===== config.mk =====
export PLATFORM = sky130hd
export DESIGN_NAME = fft_sequencer
export DESIGN_NICKNAME = d
export VERILOG_FILES = /design/src/rtl/fft_pkg.sv /design/src/rtl/fft_addr_gen.sv /design/src/rtl/fft_sequencer.sv
export SDC_FILE = /design/constraint.sdc
export NUM_CORES = 1
export LEC_CHECK = 0
export BUFFER_PORTS_ARGS = -buffer_cell sky130_fd_sc_hd__buf_2
export CORE_MARGIN = 3
export CORE_UTILIZATION = 40
export DETAILED_ROUTE_END_ITERATION = 10
export GPL_TIMING_DRIVEN = 0
export PLACE_DENSITY_LB_ADDON = 0.12
export SLEW_MARGIN = 20
export SYNTH_ARGS = -nofsm -noshare
export SYNTH_HDL_FRONTEND = slang
export SYNTH_SLANG_ARGS = --single-unit

===== constraint.sdc =====
create_clock -name clk -period 2.9 [get_ports clk]
set_input_delay 0.29 -clock clk [delete_from_list [all_inputs] [get_ports clk]]
set_output_delay 0.29 -clock clk [all_outputs]
set_load 0.05 [all_outputs]

===== src/rtl/fft_pkg.sv =====
// Shared definitions for the radix-2 ping-pong FFT sequencer: default sizes,
// the controller state type and the address helper functions.
package fft_pkg;

  localparam int N_DEF        = 512;
  localparam int BFLY_LAT_DEF = 2;

  typedef enum logic [1:0] {
    ST_IDLE,
    ST_ISSUE,
    ST_DRAIN,
    ST_FIN
  } state_e;

  // Ceiling log2, used at elaboration time to size address fields.
  function automatic int log2(input int v);
    int r;
    r = 0;
    while ((1 << r) < v) r++;
    return r;
  endfunction

  // Reverses the low w bits of x.
  function automatic logic [31:0] bitrev(input logic [31:0] x, input int w);
    logic [31:0] r;
    r = '0;
    for (int j = 0; j < w; j++) r[j] = x[w-1-j];
    return r;
  endfunction

  // Rotates the low w bits of x left by s positions (0 <= s < w).
  function automatic logic [31:0] rotl(input logic [31:0] x, input int s, input int w);
    logic [31:0] mask;
    mask = (32'd1 << w) - 32'd1;
    return ((x << s) | (x >> (w - s))) & mask;
  endfunction

endpackage


===== src/rtl/fft_addr_gen.sv =====
// Butterfly address generator: maps (stage, butterfly index) to the two
// operand addresses and the twiddle ROM address. Purely combinational.
module fft_addr_gen
  import fft_pkg::*;
#(
  parameter int M  = 9,
  parameter int SW = $clog2(M + 1)
) (
  input  logic [SW-1:0] stage_i,
  input  logic [M-2:0]  idx_i,
  output logic [M-1:0]  adr_a_o,
  output logic [M-1:0]  adr_b_o,
  output logic [M-2:0]  twiddle_o
);

  // Operands are the even/odd pair rotated by the stage; the twiddle index
  // keeps only the top s bits of the butterfly index.
  always_comb begin
    adr_a_o   = M'(rotl(32'({idx_i, 1'b0}), int'(stage_i), M));
    adr_b_o   = M'(rotl(32'({idx_i, 1'b1}), int'(stage_i), M));
    twiddle_o = idx_i & ({(M-1){1'b1}} << (M - 1 - int'(stage_i)));
  end

endmodule


===== src/rtl/fft_sequencer.sv =====
// Control and address generation for the ping-pong radix-2 FFT datapath.
// Loads samples bit-reversed into RAM0, runs M stages of N/2 butterflies
// alternating source/destination RAM, drains the butterfly pipeline between
// stages and exposes the result bank on the readout port.
// Optional macro FFT_SEQ_STALL_EN adds a 'stall' input that freezes compute.
module fft_sequencer
  import fft_pkg::*;
#(
  parameter int N        = N_DEF,
  parameter int M        = log2(N),
  parameter int BFLY_LAT = BFLY_LAT_DEF
) (
  input  logic                   clk,
  input  logic                   reset,
  input  logic                   start,
  input  logic                   load_valid,
`ifdef FFT_SEQ_STALL_EN
  input  logic                   stall,
`endif
  input  logic [M-1:0]           rd_adr,
  output logic                   busy,
  output logic                   done,
  output logic                   bfly_en,
  output logic                   rd_sel,
  output logic                   we0,
  output logic                   we1,
  output logic [M-1:0]           adr0_a,
  output logic [M-1:0]           adr0_b,
  output logic [M-1:0]           adr1_a,
  output logic [M-1:0]           adr1_b,
  output logic                   load_sel,
  output logic [M-2:0]           twiddle_adr,
  output logic [$clog2(M+1)-1:0] stage
);

  localparam int             SW       = $clog2(M + 1);
  localparam int             DW       = (BFLY_LAT > 1) ? $clog2(BFLY_LAT) : 1;
  localparam logic [M-2:0]   I_LAST   = '1;
  localparam logic [SW-1:0]  S_LAST   = SW'(M - 1);
  localparam logic [DW-1:0]  D_LAST   = DW'(BFLY_LAT - 1);
  localparam logic           RES_BANK = 1'(M % 2);

  state_e                     state_q, state_d;
  logic [M-2:0]               i_q, i_d;
  logic [DW-1:0]              drain_q, drain_d;
  logic [SW-1:0]              stage_q, stage_d;
  logic [M-1:0]               load_cnt_q, load_cnt_d;
  logic                       done_q, done_d;
  logic [BFLY_LAT-1:0]        dl_vld_q;
  logic [BFLY_LAT-1:0][M-1:0] dl_a_q, dl_b_q;

  logic [M-1:0] gen_a, gen_b;
  logic [M-2:0] gen_tw;
  logic         active, frozen, issuing, src_bank;

  fft_addr_gen #(.M(M), .SW(SW)) u_addr_gen (
    .stage_i   (stage_q),
    .idx_i     (i_q),
    .adr_a_o   (gen_a),
    .adr_b_o   (gen_b),
    .twiddle_o (gen_tw)
  );

  assign active = (state_q == ST_ISSUE) || (state_q == ST_DRAIN);
`ifdef FFT_SEQ_STALL_EN
  assign frozen = active & stall;
`else
  assign frozen = 1'b0;
`endif
  assign issuing  = (state_q == ST_ISSUE) && !frozen;
  assign src_bank = stage_q[0];

  // Next-state logic for the FSM and its counters.
  always_comb begin
    state_d    = state_q;
    i_d        = i_q;
    drain_d    = drain_q;
    stage_d    = stage_q;
    load_cnt_d = load_cnt_q;
    done_d     = done_q;
    case (state_q)
      ST_IDLE: begin
        if (load_valid) load_cnt_d = load_cnt_q + 1'b1;
        if (start) begin
          state_d    = ST_ISSUE;
          done_d     = 1'b0;
          load_cnt_d = '0;
          stage_d    = '0;
          i_d        = '0;
          drain_d    = '0;
        end
      end
      ST_ISSUE: begin
        if (!frozen) begin
          if (i_q == I_LAST) begin
            state_d = ST_DRAIN;
            drain_d = '0;
          end else begin
            i_d = i_q + 1'b1;
          end
        end
      end
      ST_DRAIN: begin
        if (!frozen) begin
          if (drain_q == D_LAST) begin
            drain_d = '0;
            if (stage_q == S_LAST) begin
              state_d = ST_FIN;
            end else begin
              state_d = ST_ISSUE;
              stage_d = stage_q + 1'b1;
              i_d     = '0;
            end
          end else begin
            drain_d = drain_q + 1'b1;
          end
        end
      end
      ST_FIN: begin
        state_d = ST_IDLE;
        done_d  = 1'b1;
      end
      default: state_d = ST_IDLE;
    endcase
  end

  // State and counter registers; reset aborts any computation.
  always_ff @(posedge clk or negedge reset) begin
    if (!reset) begin
      state_q    <= ST_IDLE;
      i_q        <= '0;
      drain_q    <= '0;
      stage_q    <= '0;
      load_cnt_q <= '0;
      done_q     <= 1'b0;
    end else begin
      state_q    <= state_d;
      i_q        <= i_d;
      drain_q    <= drain_d;
      stage_q    <= stage_d;
      load_cnt_q <= load_cnt_d;
      done_q     <= done_d;
    end
  end

  // Write-address delay line matching the butterfly pipeline latency.
  always_ff @(posedge clk or negedge reset) begin
    if (!reset) begin
      dl_vld_q <= '0;
      dl_a_q   <= '0;
      dl_b_q   <= '0;
    end else if (!frozen) begin
      dl_vld_q[0] <= issuing;
      dl_a_q[0]   <= gen_a;
      dl_b_q[0]   <= gen_b;
      for (int k = 1; k < BFLY_LAT; k++) begin
        dl_vld_q[k] <= dl_vld_q[k-1];
        dl_a_q[k]   <= dl_a_q[k-1];
        dl_b_q[k]   <= dl_b_q[k-1];
      end
    end
  end

  // RAM port steering: load or readout in IDLE, reads on the source bank
  // and delayed write-back on the destination bank while computing.
  always_comb begin
    busy        = (state_q != ST_IDLE);
    done        = done_q;
    stage       = stage_q;
    bfly_en     = 1'b0;
    rd_sel      = 1'b0;
    we0         = 1'b0;
    we1         = 1'b0;
    adr0_a      = '0;
    adr0_b      = '0;
    adr1_a      = '0;
    adr1_b      = '0;
    load_sel    = 1'b0;
    twiddle_adr = '0;
    case (state_q)
      ST_IDLE: begin
        rd_sel = done_q ? RES_BANK : 1'b0;
        if (load_valid) begin
          load_sel = 1'b1;
          we0      = 1'b1;
          adr0_a   = M'(bitrev(32'(load_cnt_q), M));
        end else if (done_q) begin
          if (RES_BANK) adr1_a = rd_adr;
          else          adr0_a = rd_adr;
        end
      end
      ST_ISSUE, ST_DRAIN: begin
        bfly_en = !frozen;
        rd_sel  = src_bank;
        if (state_q == ST_ISSUE) begin
          twiddle_adr = gen_tw;
          if (src_bank) begin
            adr1_a = gen_a;
            adr1_b = gen_b;
          end else begin
            adr0_a = gen_a;
            adr0_b = gen_b;
          end
        end
        if (src_bank) begin
          adr0_a = dl_a_q[BFLY_LAT-1];
          adr0_b = dl_b_q[BFLY_LAT-1];
          we0    = dl_vld_q[BFLY_LAT-1] & !frozen;
        end else begin
          adr1_a = dl_a_q[BFLY_LAT-1];
          adr1_b = dl_b_q[BFLY_LAT-1];
          we1    = dl_vld_q[BFLY_LAT-1] & !frozen;
        end
      end
      ST_FIN: rd_sel = src_bank;
      default: ;
    endcase
  end

endmodule


==> results of run 1 <==
## registers in the layout (all words and copies together), names as in the netlist
signal      flops
done            1
dl_b_q         18
dl_a_q         18
dl_vld_q        2
load_cnt_q      9
stage           4
drain_q         1
i_q             8
state_q         2
## worst reg2reg max path, delay by kind of cell (launching register included)
kind	cells	cell delay (ns)
adders and majority gates	1	0.17
DFF	1	0.43
AOI/OAI and AO/OA	2	0.89
buffers and inverters	4	0.67
and+or+nand+nor	2	0.37
## path summary, 6_finish.rpt
kind | from | to | depth (start not counted)
setup / recovery | stage[2] | adr0_a[1] | 8
hold / removal | start | load_cnt_q[1] | 2
setup reg to reg | stage[0] | stage[2] | 9
hold reg to reg | dl_b_q[5] | dl_b_q[14] | 0
max in group asynchronous | reset | dl_b_q[9] | 3
min in group asynchronous | reset | load_cnt_q[4] | 2
## synthesized netlist by cell type (4+ instances only)
library cell | n | area, um2
nor2_1 | 30 | 113
mux4_2 | 8 | 180
nand4_1 | 4 | 25.0
o211ai_1 | 4 | 30.0
nand2_1 | 34 | 128
clkbuf_1 | 22 | 82.6
nand2b_1 | 5 | 31.3
nor2b_1 | 10 | 62.6
a21o_1 | 4 | 30.0
and3_1 | 7 | 43.8
o2bb2ai_1 | 4 | 35.0
a31oi_1 | 10 | 62.6
inv_1 | 19 | 71.3
a22oi_1 | 22 | 165
buf_2 | 4 | 20.0
o21ai_0 | 28 | 140
and2_1 | 6 | 37.5
a21oi_1 | 23 | 115
nand3_1 | 10 | 50.1
mux2i_1 | 13 | 130
nor3_1 | 6 | 30.0
dfrtp_1 | 63 | 1580
a221oi_1 | 7 | 61.3
xor2_1 | 4 | 35.0
a211oi_1 | 6 | 45.0
o22ai_1 | 8 | 50.1
buf_4 | 4 | 30.0
a22o_1 | 11 | 96.3
ha_1 | 12 | 150
## routing by layer
metal / part of all wire [%] / routed length (um) / vias to the layer above / global-route usage (%)
li1: - / - / 1884 / -
met1: 45 / 6430 / 2041 / 35.1
met2: 48 / 6930 / 149 / 42.2
met3: 5.2 / 749 / 22 / 4.44
met4: 2.2 / 323 / 0 / 8.03
met5: 0 / 0 / - / 0
## logic make-up (layout without fill, tap and decap cells)
| kind of cell | after synthesis | in the layout |
|---|---|---|
| xor gates and xnor gates | 7 | 7 |
| DFF | 63 | 63 |
| muxes | 25 | 25 |
| and+or+nand+nor | 132 | 132 |
| AOI/OAI and AO/OA | 154 | 154 |
| buffers and inverters | 52 | 158 |
| adders and majority gates | 12 | 12 |
## through the flow
step           TNS, ns  power [W]  cells
3_5_place_dp     -7.84    0.00468    646
4_1_cts              0    0.00586    680
6_report             0    0.00606    684
2_1_floorplan   -0.357    0.00383    445
3_3_place_gp     -7.73    0.00464    645
5_1_grt         -0.105    0.00640    684
## cell type report
| cell class | instances | area share, % |
|---|---|---|
| multi-input cells | 330 | 50.3 |
| flip-flops and latches | 63 | 27.2 |
| repair buffers | 93 | 11.8 |
| plain buffers | 29 | 3.08 |
| well taps | 133 | 2.87 |
| clock buffers | 12 | 2.33 |
| inverters | 20 | 1.53 |
| clock inverters | 4 | 0.819 |
## power groups by stage
stage	registers, W	logic [W]	clock network (W)
after global routing	0.00134	0.00426	0.000796
after CTS	0.00129	0.00381	0.000754
final	0.00131	0.00401	0.000736
after global placement	0.00130	0.00334	0
after detailed placement	0.00131	0.00337	0
after floorplan	0.00133	0.00250	0
## timing repair
item / CTS / global route
setup endpoints to repair: 46 / 41
hold endpoints to repair: 30 / 0
setup buffers: 19 / 5
hold buffers: 1 / 0
gates cloned: 0 / 0
gates resized for setup: 92 / 35
pin swaps: 12 / 8
==> summary.md, run 1 <==
| Metric | Value |
|---|---|
| Most common cell after layout, fill and taps aside | dfrtp_1 |
| Yosys cell types | 68 |
| Area grow syn2layout | 41.1% |
| Total GRT Usage | 25.8% |
| WL final | 14.4 mm |
| First-pass GRT wire length | 22.9 mm |
| Simple-gate share of the synthesized area | 16.3% |
| Gate power share | 66.2% |
| GP Congestion | 0.912 |
| Average cell area after synthesis | 9.24 um2 |
| CP max stage delay | 0.48 ns |
| Drt first pass iters | 5 |
| Drt drc | 0 |
| Measured slew at the worst slew-check pin | 0.629 ns |
| RSZ-0062 raised after global routing | true |
| Largest family of logic cells by synthesized area | compound AO/OA/AOI/OAI gates |
| Worst IR Drop VDD | 0.000695 V |
| Rows | 36 |
| Synthesized area | 0.00411 mm2 |
| IO Count | 68 |
| Initial Utilization | 41.7% |
| Final worst setup slack | 0.0662 ns |
| Chip height | 107 um |
| Register area | 0.00158 mm2 |
| Worst EP required | 2.61 ns |
| Clock transition at path regs | 0.07 ns |
| Xor/xnor share of the synthesized area | 1.49% |
| Pin count of the biggest net entering global routing | 34 |
| Worst skew pair latency | 0.35 ns |
| Switching Power | 0.00319 W |
| Vias/cell | 5.99 |
| Slew headroom | 58.0% |
| Area of the die | 0.0115 mm2 |
| Most frequent cells in the layout | dfrtp_1 (60), buf_2 (49), buf_4 (31), nand2_1 (31), nor2_1 (26) |
| Detailed Place HPWL | 10.3 mm |
| CP Class | reg -> out |
| Fraction of layout cells with a size suffix above 1 | 41.0% |
| Core Util, Final | 58.8% |
| Flop pwr share | 21.6% |
| Avg WL per Cell | 21.1 um |
| Sequential-to-total area share from yosys stat | 38.3% |
| Vias | 4096 |
| Maximum buffer depth of the clock tree | 2 |
| Status | finished clean |
| Die W | 107 um |
| Post-synthesis adder-cell area fraction | 3.65% |
| Root Driver | clkbuf_8 |
| FMAX | 0.353 GHz |
| Final min period | 2.83 ns |
| Final period utilization | 97.7% |
| Static Leakage | 2.56 nW |
| Mux cell area share after synthesis | 8.73% |
| Nets | 571 |
| Min Hold Slack | 0.193 ns |
| Aggregate global routing overflow | 0 |
| Final antenna-violating net count | 0 |
| H-tree depth | 3 |
| Clock sink total | 63 |
| Setup violations, final | 0 |
| Syn_nets | 470 |
| Synth Register Bits | 63 |
| Hold Vio Cnt, Final | 0 |
| Crit path max fanout | 6 |
| CP endpoint kind | output pin |
| Reg2reg setup slack | 0.25 ns |
| CORE AREA | 0.00986 mm2 |
| Design area | 0.00580 mm2 |
| Clock Power Share | 12.2% |
| Slowest-stage cell, CP | dfrtp_1 |
| Async SR Flop Fraction | 100% |
| Antenna Cells | 0 |
| Multi-input gate area | 0.00292 mm2 |
| Mapped Cells | 445 |
| CP bufs+invs | 3 |
| Fill count | 841 |
| Fin. max-slew vios | 0 |
| Critical Path AT | 2.54 ns |
| Ys Warns | 0 |
| CTS tree | built |
| Top FF cell, synth | dfrtp_1 |
| PortBufs | 67 |
| Critical-path cell list | clkinvlp_4 > ha_4 > or2_4 > a21oi_2 > a22oi_2 > buf_4 > a221oi_4 > buf_6 |
| Cts bufs inserted | 9 |
| Post-synth EDFFs | 0 |
| Pint | 0.00287 W |
| Worst hold path class | in -> reg |
| Max Cap Viol | 0 |
| Top cell family by delay on the critical path | buffers and inverters |
| Layout Skew | 0.00966 ns |
| Post-DP Area | 0.00499 mm2 |
| Number of global-route vias before repair | 4098 |
| Compound-gate portion of the synthesized area | 26.1% |
| PD cells | 1040 mW/mm2 |
| 1st-iter DRT viols | 249 |
| Initial antenna violation count | 0 |
| Worst slack, placed | -0.472 ns |
| Crit path launch type | flop |
| Sw frac | 52.7% |
No activity file was read; power rests on OpenSTA's default activity.
==> run 2: changes to the inputs <==
- SYNTH_HIERARCHICAL: unset -> 1
==> summary.md, run 2 <==
| Metric | Value |
|---|---|
| Ys Warns | 6 (was 0) |
| Final worst setup slack | -0.253 ns (was 0.0662 ns) |
| Design Power | 0.00648 W (was 0.00606 W) |
| Failing checks | negative setup slack |
| Synthesized area | 0.00432 mm2 (was 0.00411 mm2) |
| Chip height | 110 um (was 107 um) |
| Sequential-to-total area share from yosys stat | 36.5% (was 38.3%) |
| Measured slew at the worst slew-check pin | 1.05 ns (was 0.629 ns) |
| Static Leakage | 2.66 nW (was 2.56 nW) |
| Critical Path AT | 2.86 ns (was 2.54 ns) |
| GP Congestion | 0.874 (was 0.912) |
| CTS tree | built (unchanged) |
| Mapped Cells | 496 (was 445) |
| Worst IR Drop VDD | 0.000407 V (was 0.000695 V) |
| Switching Power | 0.00328 W (was 0.00319 W) |
| Synth top area share | 36.5% (was 38.3%) |
| Largest cells by area after synthesis | dfrtp_1 (36%), nand2_1 (5.7%), o21ai_0 (4.9%), nor2_1 (4.5%), mux4_2 (4.2%) (was dfrtp_1 (38%), mux4_2 (4.4%), a22oi_1 (4.0%), ha_1 (3.7%), o21ai_0 (3.4%)) |
| Initial antenna violation count | 0 (unchanged) |
| WL final | 13.5 mm (was 14.4 mm) |
| Pint | 0.00320 W (was 0.00287 W) |
| Yosys cell types | 75 (was 68) |
| Top cells by count, synth | nand2_1 (66), dfrtp_1 (63), nor2_1 (52) (was dfrtp_1 (63), nand2_1 (34), nor2_1 (30)) |
| Max Cap Viol | 0 (unchanged) |
| Number of global-route vias before repair | 4143 (was 4098) |
| Synth Register Bits | 63 (unchanged) |
| Detailed Place HPWL | 9.00 mm (was 10.3 mm) |
| Maximum buffer depth of the clock tree | 2 (unchanged) |
| Flop pwr share | 19.2% (was 21.6%) |
| First-pass GRT wire length | 21.6 mm (was 22.9 mm) |
| Most common cell in the netlist | nand2_1 (was dfrtp_1) |
| Min Hold Slack | 0.238 ns (was 0.193 ns) |
| Nets | 629 (was 571) |
| Total GRT Usage | 23.1% (was 25.8%) |
| Initial Utilization | 41.5% (was 41.7%) |
| 1st-iter DRT viols | 404 (was 249) |
| Post-synth EDFFs | 0 (unchanged) |
| Cts bufs inserted | 9 (unchanged) |
| Clock Power Share | 13.5% (was 12.2%) |
| Vias | 4264 (was 4096) |
| PD cells | 1030 mW/mm2 (was 1040 mW/mm2) |
| Cells after DPL | 700 (was 646) |
| CORE AREA | 0.0104 mm2 (was 0.00986 mm2) |
| Fin. max-slew vios | 0 (unchanged) |
| IO Count | 68 (unchanged) |
| Sw frac | 50.6% (was 52.7%) |
| Aggregate global routing overflow | 0 (unchanged) |
| Drt drc | 0 (unchanged) |
| Worst EP required | 2.61 ns (about the same) |
| Crit path max fanout | 5 (was 6) |
| Antenna Cells | 0 (unchanged) |
| Clock sink total | 63 (unchanged) |
| Top FF cell, synth | dfrtp_1 (unchanged) |
| Drt first pass iters | 6 (was 5) |
| Rows | 37 (was 36) |
| Final antenna-violating net count | 0 (unchanged) |
| Fin Setup TNS | -5.88 ns (was 0 ns) |
| Layout Skew | 0.00974 ns (was 0.00966 ns) |
| Root Driver | clkbuf_8 (unchanged) |
| Fraction of layout cells with a size suffix above 1 | 43.8% (was 41.0%) |
| Most frequent cells in the layout | dfrtp_1 (60), nand2_1 (58), buf_2 (34), nor2_1 (33), buf_4 (28) (was dfrtp_1 (60), buf_2 (49), buf_4 (31), nand2_1 (31), nor2_1 (26)) |
| H-tree depth | 3 (unchanged) |
| Vias/cell | 5.72 (was 5.99) |
| RSZ-0062 raised after global routing | true (unchanged) |
| Pin count of the biggest net entering global routing | 45 (was 34) |
| Final cell count without fillers | 745 (was 684) |
| Slew headroom | 30.2% (was 58.0%) |
| Biggest regs | dl_a_q x18, dl_b_q x18, load_cnt_q x9 (unchanged) |
| CP Class | reg -> out (unchanged) |
| Avg WL per Cell | 18.1 um (was 21.1 um) |
| Syn_nets | 521 (was 470) |
| Die W | 110 um (was 107 um) |
| FMAX | 0.317 GHz (was 0.353 GHz) |
| PortBufs | 67 (unchanged) |
| Status | complete, but fails checks (was finished clean) |
| Area grow syn2layout | 46.1% (was 41.1%) |
| Area of the die | 0.0121 mm2 (was 0.0115 mm2) |
| Area leader, netlist | dfrtp_1 (unchanged) |
| Average cell area after synthesis | 8.71 um2 (was 9.24 um2) |
| Reg2reg setup slack | 0.25 ns (about the same) |
| Setup violations, final | 35 (was 0) |
| Worst hold path class | in -> reg (unchanged) |
| Gate power share | 67.3% (was 66.2%) |
| Final min period | 3.15 ns (was 2.83 ns) |
| Crit path launch type | flop (unchanged) |
| Clock transition at path regs | 0.08 ns (was 0.07 ns) |
| Worst skew pair latency | 0.34 ns (was 0.35 ns) |
| CP endpoint kind | output pin (unchanged) |
| Final period utilization | 109% (was 97.7%) |
| Hold Vio Cnt, Final | 0 (unchanged) |
| Worst slack, placed | -0.603 ns (was -0.472 ns) |
| Most common cell after layout, fill and taps aside | dfrtp_1 (unchanged) |
| Async SR Flop Fraction | 100% (unchanged) |
-- run 2: cell count changes in the layout (fill, tap and decap cells not counted), moves of 8 or more --
cell / before / now
buf_8: 2 / 17
and2_1: 6 / 16
nand2_1: 31 / 58
inv_1: 17 / 9
buf_2: 49 / 34
nor2_4: 2 / 14
o21ai_2: 11 / 23
nand2b_1: 5 / 14
a22o_1: 11 / 0
a22oi_1: 17 / 7
-- run 2: cell type report --
cell class	instances	area, um2
inverter	13	65.1
tap	136	170
fill	881	4100
multi-input combinational	386	3180
timing repair buffer	97	882
buffer	34	218
clock inverter	5	81.3
clock buffer	11	141
sequential	63	1580
-- run 2: metal layers --
metal  GRT usage [%]  part of all wire [%]  wire [um]
met1            31.6                    44       5960
met3            4.29                   5.9        795
met5               0                     0          0
met2            36.7                    47       6390
met4            7.93                   2.5        338
-- run 2: cell families after synthesis --
family                   share of synthesized area (%)
adder cells (fa/ha/maj)                           3.47
flip-flops                                        36.5
buffers and inverters                             5.59
AND/OR/NAND/NOR                                   25.7
XOR/XNOR                                          1.62
AO/OA/AOI/OAI                                     20.0
multiplexers                                      7.18
-- run 2: power by group through the flow --
| stage | registers (W) | logic [W] | clock network (W) |
|---|---|---|---|
| 2_1_floorplan | 0.00131 | 0.00249 | 0 |
| 3_3_place_gp | 0.00126 | 0.00330 | 0 |
| 3_5_place_dp | 0.00127 | 0.00334 | 0 |
| 4_1_cts | 0.00124 | 0.00405 | 0.000884 |
| 5_1_grt | 0.00127 | 0.00465 | 0.000933 |
| 6_report | 0.00124 | 0.00436 | 0.000872 |
-- run 2: final timing paths --
| check | end | startpoint | depth (start not counted) |
|---|---|---|---|
| worst min register to register | dl_b_q[12] | dl_b_q[3] | 0 |
| max in group asynchronous | stage[1] | reset | 3 |
| worst min-delay path | load_cnt_q[1] | start | 2 |
| min in group asynchronous | dl_b_q[17] | reset | 2 |
| worst max-delay path | adr1_a[7] | stage[1] | 13 |
| worst max register to register | i_q[3] | stage[0] | 10 |
-- run 2: repair_timing --
action | in CTS | in global routing
pin swaps | 17 | 24
setup buffers | 17 | 12
hold buffers | 1 | 0
gates resized for setup | 172 | 62
setup endpoints to repair | 43 | 43
endpoints found under the hold margin | 19 | 0
cloned | 1 | 0
-- run 2: per-stage QoR --
| step | utilization (%) | area [um2] |
|---|---|---|
| detailed placement | 48.8 | 5080 |
| global route | 60.6 | 6320 |
| CTS | 57.8 | 6020 |
| floorplan | - | 4540 |
| global placement | 48.5 | 5050 |
| finish | 60.6 | 6320 |
-- run 2: worst max-delay path, cell delays in order (launching register included) --
cell,delay (ns)
dfrtp_4,0.51
buf_8,0.13
buf_12,0.12
clkinv_8,0.04
ha_4,0.15
nor3b_4,0.26
a21oi_4,0.12
o41a_1,0.45
o21ai_2,0.12
nand2_2,0.09
o21ai_2,0.14
a22oi_2,0.09
nor2_4,0.13
buf_8,0.16
==> run 3: changes to the inputs <==
- SETUP_SLACK_MARGIN: unset -> 0.4
==> summary.md, run 3 (synthesis results as in run 2) <==
| Metric | Value |
|---|---|
| Pint | 0.00332 W (was 0.00320 W) |
| Sw frac | 50.5% (was 50.6%) |
| Area of the die | 0.0121 mm2 (unchanged) |
| Fin. max-slew vios | 0 (unchanged) |
| Worst IR Drop VDD | 0.000443 V (was 0.000407 V) |
| Worst skew pair latency | 0.35 ns (was 0.34 ns) |
| Failing checks | negative setup slack (unchanged) |
| Most frequent cells in the layout | dfrtp_1 (60), nand2_1 (56), buf_8 (34), nor2_1 (32), buf_4 (30) (was dfrtp_1 (60), nand2_1 (58), buf_2 (34), nor2_1 (33), buf_4 (28)) |
| Design Power | 0.00672 W (was 0.00648 W) |
| Final worst setup slack | -0.331 ns (was -0.253 ns) |
| Drt first pass iters | 5 (was 6) |
| Fin Setup TNS | -6.35 ns (was -5.88 ns) |
| Setup violations, final | 35 (unchanged) |
| Switching Power | 0.00339 W (was 0.00328 W) |
| Area grow syn2layout | 54.7% (was 46.1%) |
| Cells on Worst Hold Path | 2 (unchanged) |
| H-tree depth | 3 (unchanged) |
| Total GRT Usage | 23.4% (was 23.1%) |
| PortBufs | 67 (unchanged) |
| Clock transition at path regs | 0.07 ns (was 0.08 ns) |
| Drt drc | 0 (unchanged) |
| Chip height | 110 um (unchanged) |
| Vias | 4316 (was 4264) |
| 1st-iter DRT viols | 350 (was 404) |
| RSZ-0062 raised after global routing | true (unchanged) |
| Critical Path AT | 2.94 ns (was 2.86 ns) |
| Crit path launch type | flop (unchanged) |
| Clock sink total | 63 (unchanged) |
| WL final | 13.9 mm (was 13.5 mm) |
| Crit path max fanout | 5 (unchanged) |
| Met2 wire len | 6.89 mm (was 6.39 mm) |
| CORE AREA | 0.0104 mm2 (unchanged) |
| Slew headroom | 46.3% (was 30.2%) |
| Gate power share | 69.9% (was 67.3%) |
| Initial Utilization | 41.5% (unchanged) |
| Initial antenna violation count | 0 (unchanged) |
| Worst EP required | 2.61 ns (about the same) |
| DR WL met3 | 696 um (was 795 um) |
| GP Congestion | 0.907 (was 0.874) |
| Reg2reg path depth | 10 (unchanged) |
| Biggest regs | dl_a_q x18, dl_b_q x18, load_cnt_q x9 (unchanged) |
| PD cells | 1000 mW/mm2 (was 1030 mW/mm2) |
| Most common cell after layout, fill and taps aside | dfrtp_1 (unchanged) |
| Die W | 110 um (unchanged) |
| Fraction of layout cells with a size suffix above 1 | 50.1% (was 43.8%) |
| Vias/cell | 5.72 (about the same) |
| Hold Vio Cnt, Final | 0 (unchanged) |
| Clock Power Share | 11.7% (was 13.5%) |
| CP Class | reg -> out (unchanged) |
| Final period utilization | 111% (was 109%) |
| Pin count of the biggest net entering global routing | 51 (was 45) |
| M1 WL | 5.95 mm (was 5.96 mm) |
| Core Util, Final | 64.2% (was 60.6%) |
| Maximum buffer depth of the clock tree | 2 (unchanged) |
| Detailed Place HPWL | 9.07 mm (was 9.00 mm) |
| Final min period | 3.23 ns (was 3.15 ns) |
| IO Count | 68 (unchanged) |
| Final antenna-violating net count | 0 (unchanged) |
| Flop pwr share | 18.4% (was 19.2%) |
| Avg WL per Cell | 18.4 um (was 18.1 um) |
| Aggregate global routing overflow | 0 (unchanged) |
| Top Layer Used | met4 (unchanged) |
| Number of global-route vias before repair | 4176 (was 4143) |
| First-pass GRT wire length | 22.0 mm (was 21.6 mm) |
| CP endpoint kind | output pin (unchanged) |
| Worst hold path class | in -> reg (unchanged) |
| Nets | 639 (was 629) |
| Root Driver | clkbuf_8 (unchanged) |
| Rows | 37 (unchanged) |
| FMAX | 0.309 GHz (was 0.317 GHz) |
| Static Leakage | 2.79 nW (was 2.66 nW) |
| Measured slew at the worst slew-check pin | 0.803 ns (was 1.05 ns) |
| Cts bufs inserted | 9 (unchanged) |
| Status | complete, but fails checks (unchanged) |
| Layout Skew | 0.0179 ns (was 0.00974 ns) |
| Antenna Cells | 0 (unchanged) |
| Max Cap Viol | 0 (unchanged) |
| CTS tree | built (unchanged) |
==> run 3: cell types whose count changed in the layout (fill, tap and decap cells not counted), sizes merged <==
cell and change:
buf +10, inv +1, clkinv +1, clkbuf -1, bufinv -1
==> run 3: what timing repair did <==
action | 4_1_cts | 5_1_grt
endpoints found under the setup margin | 49 | 53
gates cloned | 2 | 0
buffers inserted | 26 | 9
hold endpoints to repair | 13 | 0
hold buffers | 1 | 0
pin swaps | 47 | 37
resized for setup | 202 | 54
==> run 3: power groups by stage <==
| stage | Combinational (W) | Clock, W | Sequential (W) |
|---|---|---|---|
| finish | 0.00469 | 0.000785 | 0.00124 |
| global route | 0.00498 | 0.000825 | 0.00126 |
| CTS | 0.00441 | 0.000800 | 0.00123 |
| detailed placement | 0.00360 | 0 | 0.00128 |
| global placement | 0.00355 | 0 | 0.00126 |
| floorplan | 0.00275 | 0 | 0.00131 |
==> run 3: worst paths after layout <==
path                              from       endpoint  slack (ns)
min in group asynchronous        reset         i_q[3]        0.35
max in group asynchronous        reset       stage[1]        2.01
hold / removal                   start  load_cnt_q[1]        0.22
setup / recovery              stage[1]      adr1_a[7]       -0.33
setup reg to reg              stage[0]         i_q[4]        0.58
hold reg to reg            dl_vld_q[0]    dl_vld_q[1]        0.34
==> run 3: metal layers <==
layer | vias to the layer above | global-route usage [%]
met5 | - | 0
met4 | 0 | 9.26
met3 | 43 | 3.88
met2 | 158 | 38.1
met1 | 2106 | 31.0
li1 | 2009 | -
==> run 3: stage by stage <==
stage | hold slack, ns | cell area, um2 | worst slack, ns | std cells
2_1_floorplan | -0.00559 | 4760 | 0.0876 | 496
5_1_grt | 0.207 | 6690 | -0.435 | 755
3_3_place_gp | 0.331 | 5270 | -0.433 | 699
6_report | 0.223 | 6690 | -0.331 | 755
3_5_place_dp | 0.175 | 5300 | -0.474 | 700
4_1_cts | 0.210 | 6430 | -0.337 | 745
==> run 3: cell type report <==
type	count	area, um2
Buffer	35	268
Clock buffer	10	138
Clock inverter	6	60.1
Fill cell	833	3730
Inverter	13	63.8
Multi-Input combinational cell	386	3300
Sequential cell	63	1580
Tap cell	136	170
Timing Repair Buffer	106	1100
==> run 3: critical path: stages (launching register included) <==
cell and delay, ns:
dfrtp_4 0.49, buf_8 0.13, buf_12 0.12, clkinv_8 0.04, ha_4 0.12, nor3b_4 0.30
a21oi_4 0.13, o41a_1 0.49, o21ai_2 0.12, nand2_2 0.09, o21ai_2 0.18, a22oi_2 0.09
nor2_4 0.14, buf_6 0.17
